<file path="src/rtl/hd44780_nybble_sender.sv">
// HD44780 4-bit write engine: latches one nybble plus RS on a start strobe,
// then drives the LCD pins through setup, E-high and hold phases so every
// write meets tAS, PWEH and tcycE, ending with a one-cycle end strobe.

`ifndef H4NS_TICKS_TAS
`define H4NS_TICKS_TAS 3
`endif
`ifndef H4NS_TICKS_PWEH
`define H4NS_TICKS_PWEH 22
`endif
`ifndef H4NS_TICKS_TCYCE
`define H4NS_TICKS_TCYCE 48
`endif
`ifndef H4NS_COUNT_BITS
`define H4NS_COUNT_BITS 6
`endif

module hd44780_nybble_sender #(
  parameter int TICKS_TAS   = `H4NS_TICKS_TAS,
  parameter int TICKS_PWEH  = `H4NS_TICKS_PWEH,
  parameter int TICKS_TCYCE = `H4NS_TICKS_TCYCE,
  parameter int COUNT_BITS  = `H4NS_COUNT_BITS
) (
  input  logic       CLK_I,
  input  logic       RST_I,
  input  logic [3:0] DAT_I,
  input  logic       rs_i,
  input  logic       start_strobe,
  output logic       busy,
  output logic       end_strobe,
  output logic       lcd_rs,
  output logic       lcd_e,
  output logic [3:0] lcd_data
);

  typedef enum logic [2:0] {
    IDLE,
    SETUP,
    EPULSE,
    HOLD,
    DONE
  } state_t;

  // Each phase lasts (load value + 1) cycles; HOLD absorbs the remainder of tcycE.
  localparam int HOLD_TICKS = TICKS_TCYCE - TICKS_TAS - TICKS_PWEH;

  localparam logic [COUNT_BITS-1:0] LOAD_SETUP  = COUNT_BITS'(TICKS_TAS - 1);
  localparam logic [COUNT_BITS-1:0] LOAD_EPULSE = COUNT_BITS'(TICKS_PWEH - 1);
  localparam logic [COUNT_BITS-1:0] LOAD_HOLD   = COUNT_BITS'(HOLD_TICKS - 1);

  // Elaboration-time guard against timing parameters that cannot be honoured.
  if (TICKS_TAS < 1 || TICKS_PWEH < 1 ||
      TICKS_TCYCE < TICKS_TAS + TICKS_PWEH + 1 ||
      TICKS_TCYCE >= (1 << COUNT_BITS)) begin : g_bad_params
    $error("hd44780_nybble_sender: illegal timing parameters");
  end

  state_t                  state;
  state_t                  state_next;
  logic [COUNT_BITS-1:0]   count;
  logic [COUNT_BITS-1:0]   count_next;
  logic [3:0]              data_next;
  logic                    rs_next;
  logic                    busy_next;
  logic                    end_next;
  logic                    e_next;

  // Next-state, counter reload and next-output decode; outputs are derived
  // from the next state so the pins change on the same edge as the state.
  always_comb begin
    state_next = state;
    count_next = count;
    data_next  = lcd_data;
    rs_next    = lcd_rs;

    case (state)
      IDLE, DONE: begin
        if (start_strobe) begin
          state_next = SETUP;
          count_next = LOAD_SETUP;
          data_next  = DAT_I;
          rs_next    = rs_i;
        end else begin
          state_next = IDLE;
          count_next = '0;
        end
      end
      SETUP: begin
        if (count == '0) begin
          state_next = EPULSE;
          count_next = LOAD_EPULSE;
        end else begin
          count_next = count - 1'b1;
        end
      end
      EPULSE: begin
        if (count == '0) begin
          state_next = HOLD;
          count_next = LOAD_HOLD;
        end else begin
          count_next = count - 1'b1;
        end
      end
      HOLD: begin
        if (count == '0) begin
          state_next = DONE;
          count_next = '0;
        end else begin
          count_next = count - 1'b1;
        end
      end
      default: begin
        state_next = IDLE;
        count_next = '0;
      end
    endcase

    busy_next = (state_next == SETUP) || (state_next == EPULSE) || (state_next == HOLD);
    e_next    = (state_next == EPULSE);
    end_next  = (state_next == DONE);
  end

  // State, counter and pin registers; reset clears everything including a live E pulse.
  always_ff @(posedge CLK_I) begin
    if (RST_I) begin
      state      <= IDLE;
      count      <= '0;
      busy       <= 1'b0;
      end_strobe <= 1'b0;
      lcd_e      <= 1'b0;
      lcd_rs     <= 1'b0;
      lcd_data   <= 4'h0;
    end else begin
      state      <= state_next;
      count      <= count_next;
      busy       <= busy_next;
      end_strobe <= end_next;
      lcd_e      <= e_next;
      lcd_rs     <= rs_next;
      lcd_data   <= data_next;
    end
  end

endmodule

</file>
<file path="config.mk">
export PLATFORM = sky130hd
export DESIGN_NAME = hd44780_nybble_sender
export DESIGN_NICKNAME = d
export VERILOG_FILES = /design/src/rtl/hd44780_nybble_sender.sv
export SDC_FILE = /design/constraint.sdc
export NUM_CORES = 1
export LEC_CHECK = 0
export ABC_AREA = 0
export CAP_MARGIN = 0
export CORE_UTILIZATION = 52
export DETAILED_ROUTE_END_ITERATION = 10
export PLACE_DENSITY = 0.81
export SYNTH_ARGS = -nofsm -noshare
export SYNTH_HDL_FRONTEND = slang
export SYNTH_SLANG_ARGS = --single-unit
</file>
<file path="constraint.sdc">
create_clock -name CLK_I -period 4.1 [get_ports CLK_I]
set_input_delay 0.41 -clock CLK_I [delete_from_list [all_inputs] [get_ports CLK_I]]
set_output_delay 0.41 -clock CLK_I [all_outputs]
set_load 0.03 [all_outputs]
</file>
; ---- Word level (Yosys, flattened, before mapping)
; Cells that the tools add are included.
[totals]
regBits = 17
inputBits = 8
out_inout_bits = 8
elab_cells = 32
[op_classes]
n_addsub = 1
n_eq_ne = 8
muxes = 10
n_reduce_logical = 6
[ops]
columns = cell, count
row1 = $pmux 6 s4, 1
row2 = $mux 6, 3
row3 = $eq 3x2->1 const B, 4
row4 = $pmux 3 s4, 1
row5 = $mux 3, 3
row6 = $eq 3x1->1 const B, 2
row7 = $eq 3x3->1 const B, 2
row8 = $logic_not 6->1, 1
row9 = $sub 6x1->6 const B, 1
row10 = $logic_not 3->1, 1
row11 = $logic_or 1x1->1, 2
row12 = $mux 2, 1
row13 = $reduce_and 2->1, 1
row14 = $reduce_or 2->1, 1
row15 = $mux 1, 1

; ---- Depth between registers and ports, before layout
[logic_depth]
depth_word = 6
depth_mapped = 5
ltp_nobuf = 5

; ---- Worst setup path before layout
; Ideal clock, no wire load.
[synth_path]
kind = reg-to-reg
start = reg count[2]
end = reg count[5]
setup_time_ns = 0.086
arrival_ns = 1.306
required_ns = 4.014
setup_slack_ns = 2.708
path_stages_with_launch = 4
n_path_buf = 0
synth_period_minus_slack_ns = 1.392
cell_sequence = dfxtp_1 -> or3_4 -> or4_1 -> a211oi_1
[synth_via]
elab_chain_len = 3
elab_cells_between_ends = 6
classes_between = add/sub (1) / mux (4) / reduce/logical (1)
[synth_rtl]
columns = element, line_no
row1 = from (decl), 60  ; logic [COUNT_BITS-1:0] count;
row2 = from (signal assigned), 135  ; count <= count_next;
row3 = $sub 6x1->6 or $logic_not 6->1 (tied branches), --
row4 = $mux 6 (on tied branches), "105, 89, 97"
row5 = $pmux 6 s4 *, 76  ; case (state)
; Mark *: on every way between the ends. The rest lies on a longest branch, timed or not.
; A chain may end at the register's enable or synchronous reset.

; ---- Final worst setup path
[layout_path]
start = reg lcd_data[0]
end = out lcd_data[0]
[layout_lines]
columns = element, line_no
row1 = from (decl), 33  ; output logic [3:0] lcd_data
row2 = from (signal assigned), 140  ; lcd_data <= data_next;
; No word-level cell between the ends.

==> run_results.csv <==
group,metric,value,unit
status,outcome,"complete, no violations",
grt,grt_pass1_vias,580,
grt,grt_pass1_wl,2.55,mm
layout,n_fill_cell,104,
routing,wl_per_cell,13.1,um
floorplanning,die_area,1630,sq um
clocking,clkLatencyLatePin,0.28,ns
clocking,clock-sinks,17,
setup_path,crit_family,"buffers and inverters",
grt,use_met2,0.397,
layout,final_cells,111,
timing,finalSetupViolCount,0,
layout,nets,107,
layout,final_util,0.714,
job,maxCapViolCount,0,
layout,antenna_cells,0,
setup_path,slowest_delay,0.67,ns
placement,port_buffers,15,
timing,tns,0,ns
logic_synthesis,synth_most_common_cell,"dfxtp_1",
timing,hold_viol_final,0,
floorplanning,initial_utilization,0.576,
power,cellLeakagePower,0.387,nW
grt,grtUsageMet1,0.304,
logic_synthesis,synth_top_cell_area_share,0.443,
logic_synthesis,ys_warn_count,0,
routing,vias,631,
clocking,path_clk_slew,0.10,ns
routing,first_pass_iters,4,
placement,place_ws,2.24,ns
placement,place_inst,107,
timing,slew_headroom,0.630,
placement,dpl.hpwl,1.09,mm
timing,fmaxAchievable,585,MHz
power,ir_worst_vdd,0.000408,V
routing,drc,0,
min_path,hold_path.class,"reg2reg",
timing,period_share,0.417,
clocking,cts_resized,0,
timing,fin_ws,2.39,ns
floorplanning,dieWidth,40.4,um
logic_synthesis,ys.flop_type,"dfxtp_1",
logic_synthesis,syn-cell-area,768,sq um
setup_path,cp-end-kind,"output pin",
logic_synthesis,synth_area_leaders,"dfxtp_1 (44%), mux2i_1 (6.5%), nor2_1 (3.4%)",
clocking,clockBufferDepth,2,
logic_synthesis,syn_nets,90,
layout,fin_area,952,sq um
floorplanning,row_count,13,
grt,grt_max_degree,14,
clocking,cts_root_buf,"clkbuf_4",
grt,grt-busiest-layer,"met2",
placement,globalplace.congestion,0.813,
placement,dpl-instance-area,926,sq um
timing,rsz0062_at_grt,"false",
setup_path,crit_buf_inv,1,
timing,min_period,1.71,ns
routing,drtAntennaViolNets,0,
logic_synthesis,synth_cell_types,31,
logic_synthesis,synth-seq-area-share,0.443,
timing,skew,0.00698,ns
floorplanning,pin_count,16,
logic_synthesis,synth_top_cell_by_area,"dfxtp_1",
power,power,767,uW
logic_synthesis,yosys-top-cells-count,"dfxtp_1 (17), nor2_1 (7), mux2i_1 (5)",
clocking,cts_max_level,1,
setup_path,worstPathRequired,3.69,ns
grt,grt_remaining_overflow,0,
setup_path,cp_max_fo,2,
logic_synthesis,async_reset_ff_frac,0,
routing,vias_per_cell,5.68,
grt,use_met3,0.0500,
logic_synthesis,avgSynthCellArea,9.60,sq um
logic_synthesis,synth_edf_count,0,
routing,drt-total-wl,1.46,mm
floorplanning,coreArea,1330,sq um
power,powerDensity,806,nW/um^2
timing,holdWs,0.505,ns
floorplanning,die_y,40.4,um
timing,worst_slew_pin_slew,0.553,ns
setup_path,arrival,1.30,ns
setup_path,critPathLaunchType,"flop",
timing,drv_slew,0,
setup_path,worstSetupPathType,"reg2out",
logic_synthesis,ys_seq_elements,17,
setup_path,slowest_stage,"clkdlybuf4s50_1",
clocking,postCtsSetupBuffers,0,
layout,layout-drive-gt1-share,0.0833,
logic_synthesis,netlist_instances,80,
routing,initialDrtViolationCount,31,
setup_path,crit_path_cell_trace,"clkdlybuf4s50_1",
grt,grtUsageTotal,0.242,
layout,area.growth.synth_to_final,23.9,%
clocking,cts_buffers,3,
clocking,cts_tree,"yes",
clocking,hold_buffers,0,
grt,antenna_found_initial,0,
## routing by layer
layer  part of all wire  routed length, um
met5                  0                  0
met4             0.0062                  9
met3              0.053                 78
met2               0.48                702
met1               0.46                667
## power breakdown
| group | switching (mW) | internal, mW |
|---|---|---|
| sequential | 0.0609 | 0.218 |
| combinational | 0.223 | 0.179 |
| clock | 0.0486 | 0.0377 |
| total | 0.332 | 0.435 |
## cell families after synthesis
logic type               Yosys count  share of synthesized area
flip-flops                        17                      0.443
AO/OA/AOI/OAI                     18                      0.161
XOR/XNOR                           3                     0.0342
multiplexers                       5                     0.0651
buffers and inverters              7                     0.0342
AND/OR/NAND/NOR                   28                      0.230
adder cells (fa/ha/maj)            2                     0.0326
## worst register-to-register path, cell delays in order, from the launching register on
cell,delay (ns)
dfxtp_1,0.33
inv_1,0.09
ha_1,0.14
nor3b_2,0.46
nand2_1,0.20
a32o_1,0.30
## registers in the layout (all words and copies together) (netlist names)
name	flops
count	6
lcd_data	4
end_strobe	1
state	3
busy	1
lcd_rs	1
lcd_e	1
## path summary, 6_finish.rpt
kind                     from           to  slack, ns  cells past startpoint
hold / removal    lcd_data[1]  lcd_data[1]       0.50                      2
hold reg to reg   lcd_data[1]  lcd_data[1]       0.50                      2
setup reg to reg     count[0]        lcd_e       2.48                      5
setup / recovery  lcd_data[0]  lcd_data[0]       2.39                      1
## placed cells by master, fill, tap and decap left out, types with 2 or more instances in the layout
cell type        instances
o21ai_0                  3
inv_1                    4
clkbuf_4                 3
nand2_1                  3
a21oi_1                  4
and3_1                   3
xor2_1                   2
dfxtp_1                 17
nor2_1                   7
nor3_1                   2
a221oi_1                 2
nor2b_1                  4
clkdlybuf4s50_1         15
a211oi_1                 3
mux2i_1                  5
ha_1                     2
## layout make-up
class	count	area, sq um	area share
tap	15	18.8	0.0197
sequential	17	340	0.357
multi-input combinational	56	402	0.422
clock buffer	4	26.3	0.0276
inverter	4	15.0	0.0158
timing repair buffer	15	150	0.158
Power figures use the tool's default switching activity.
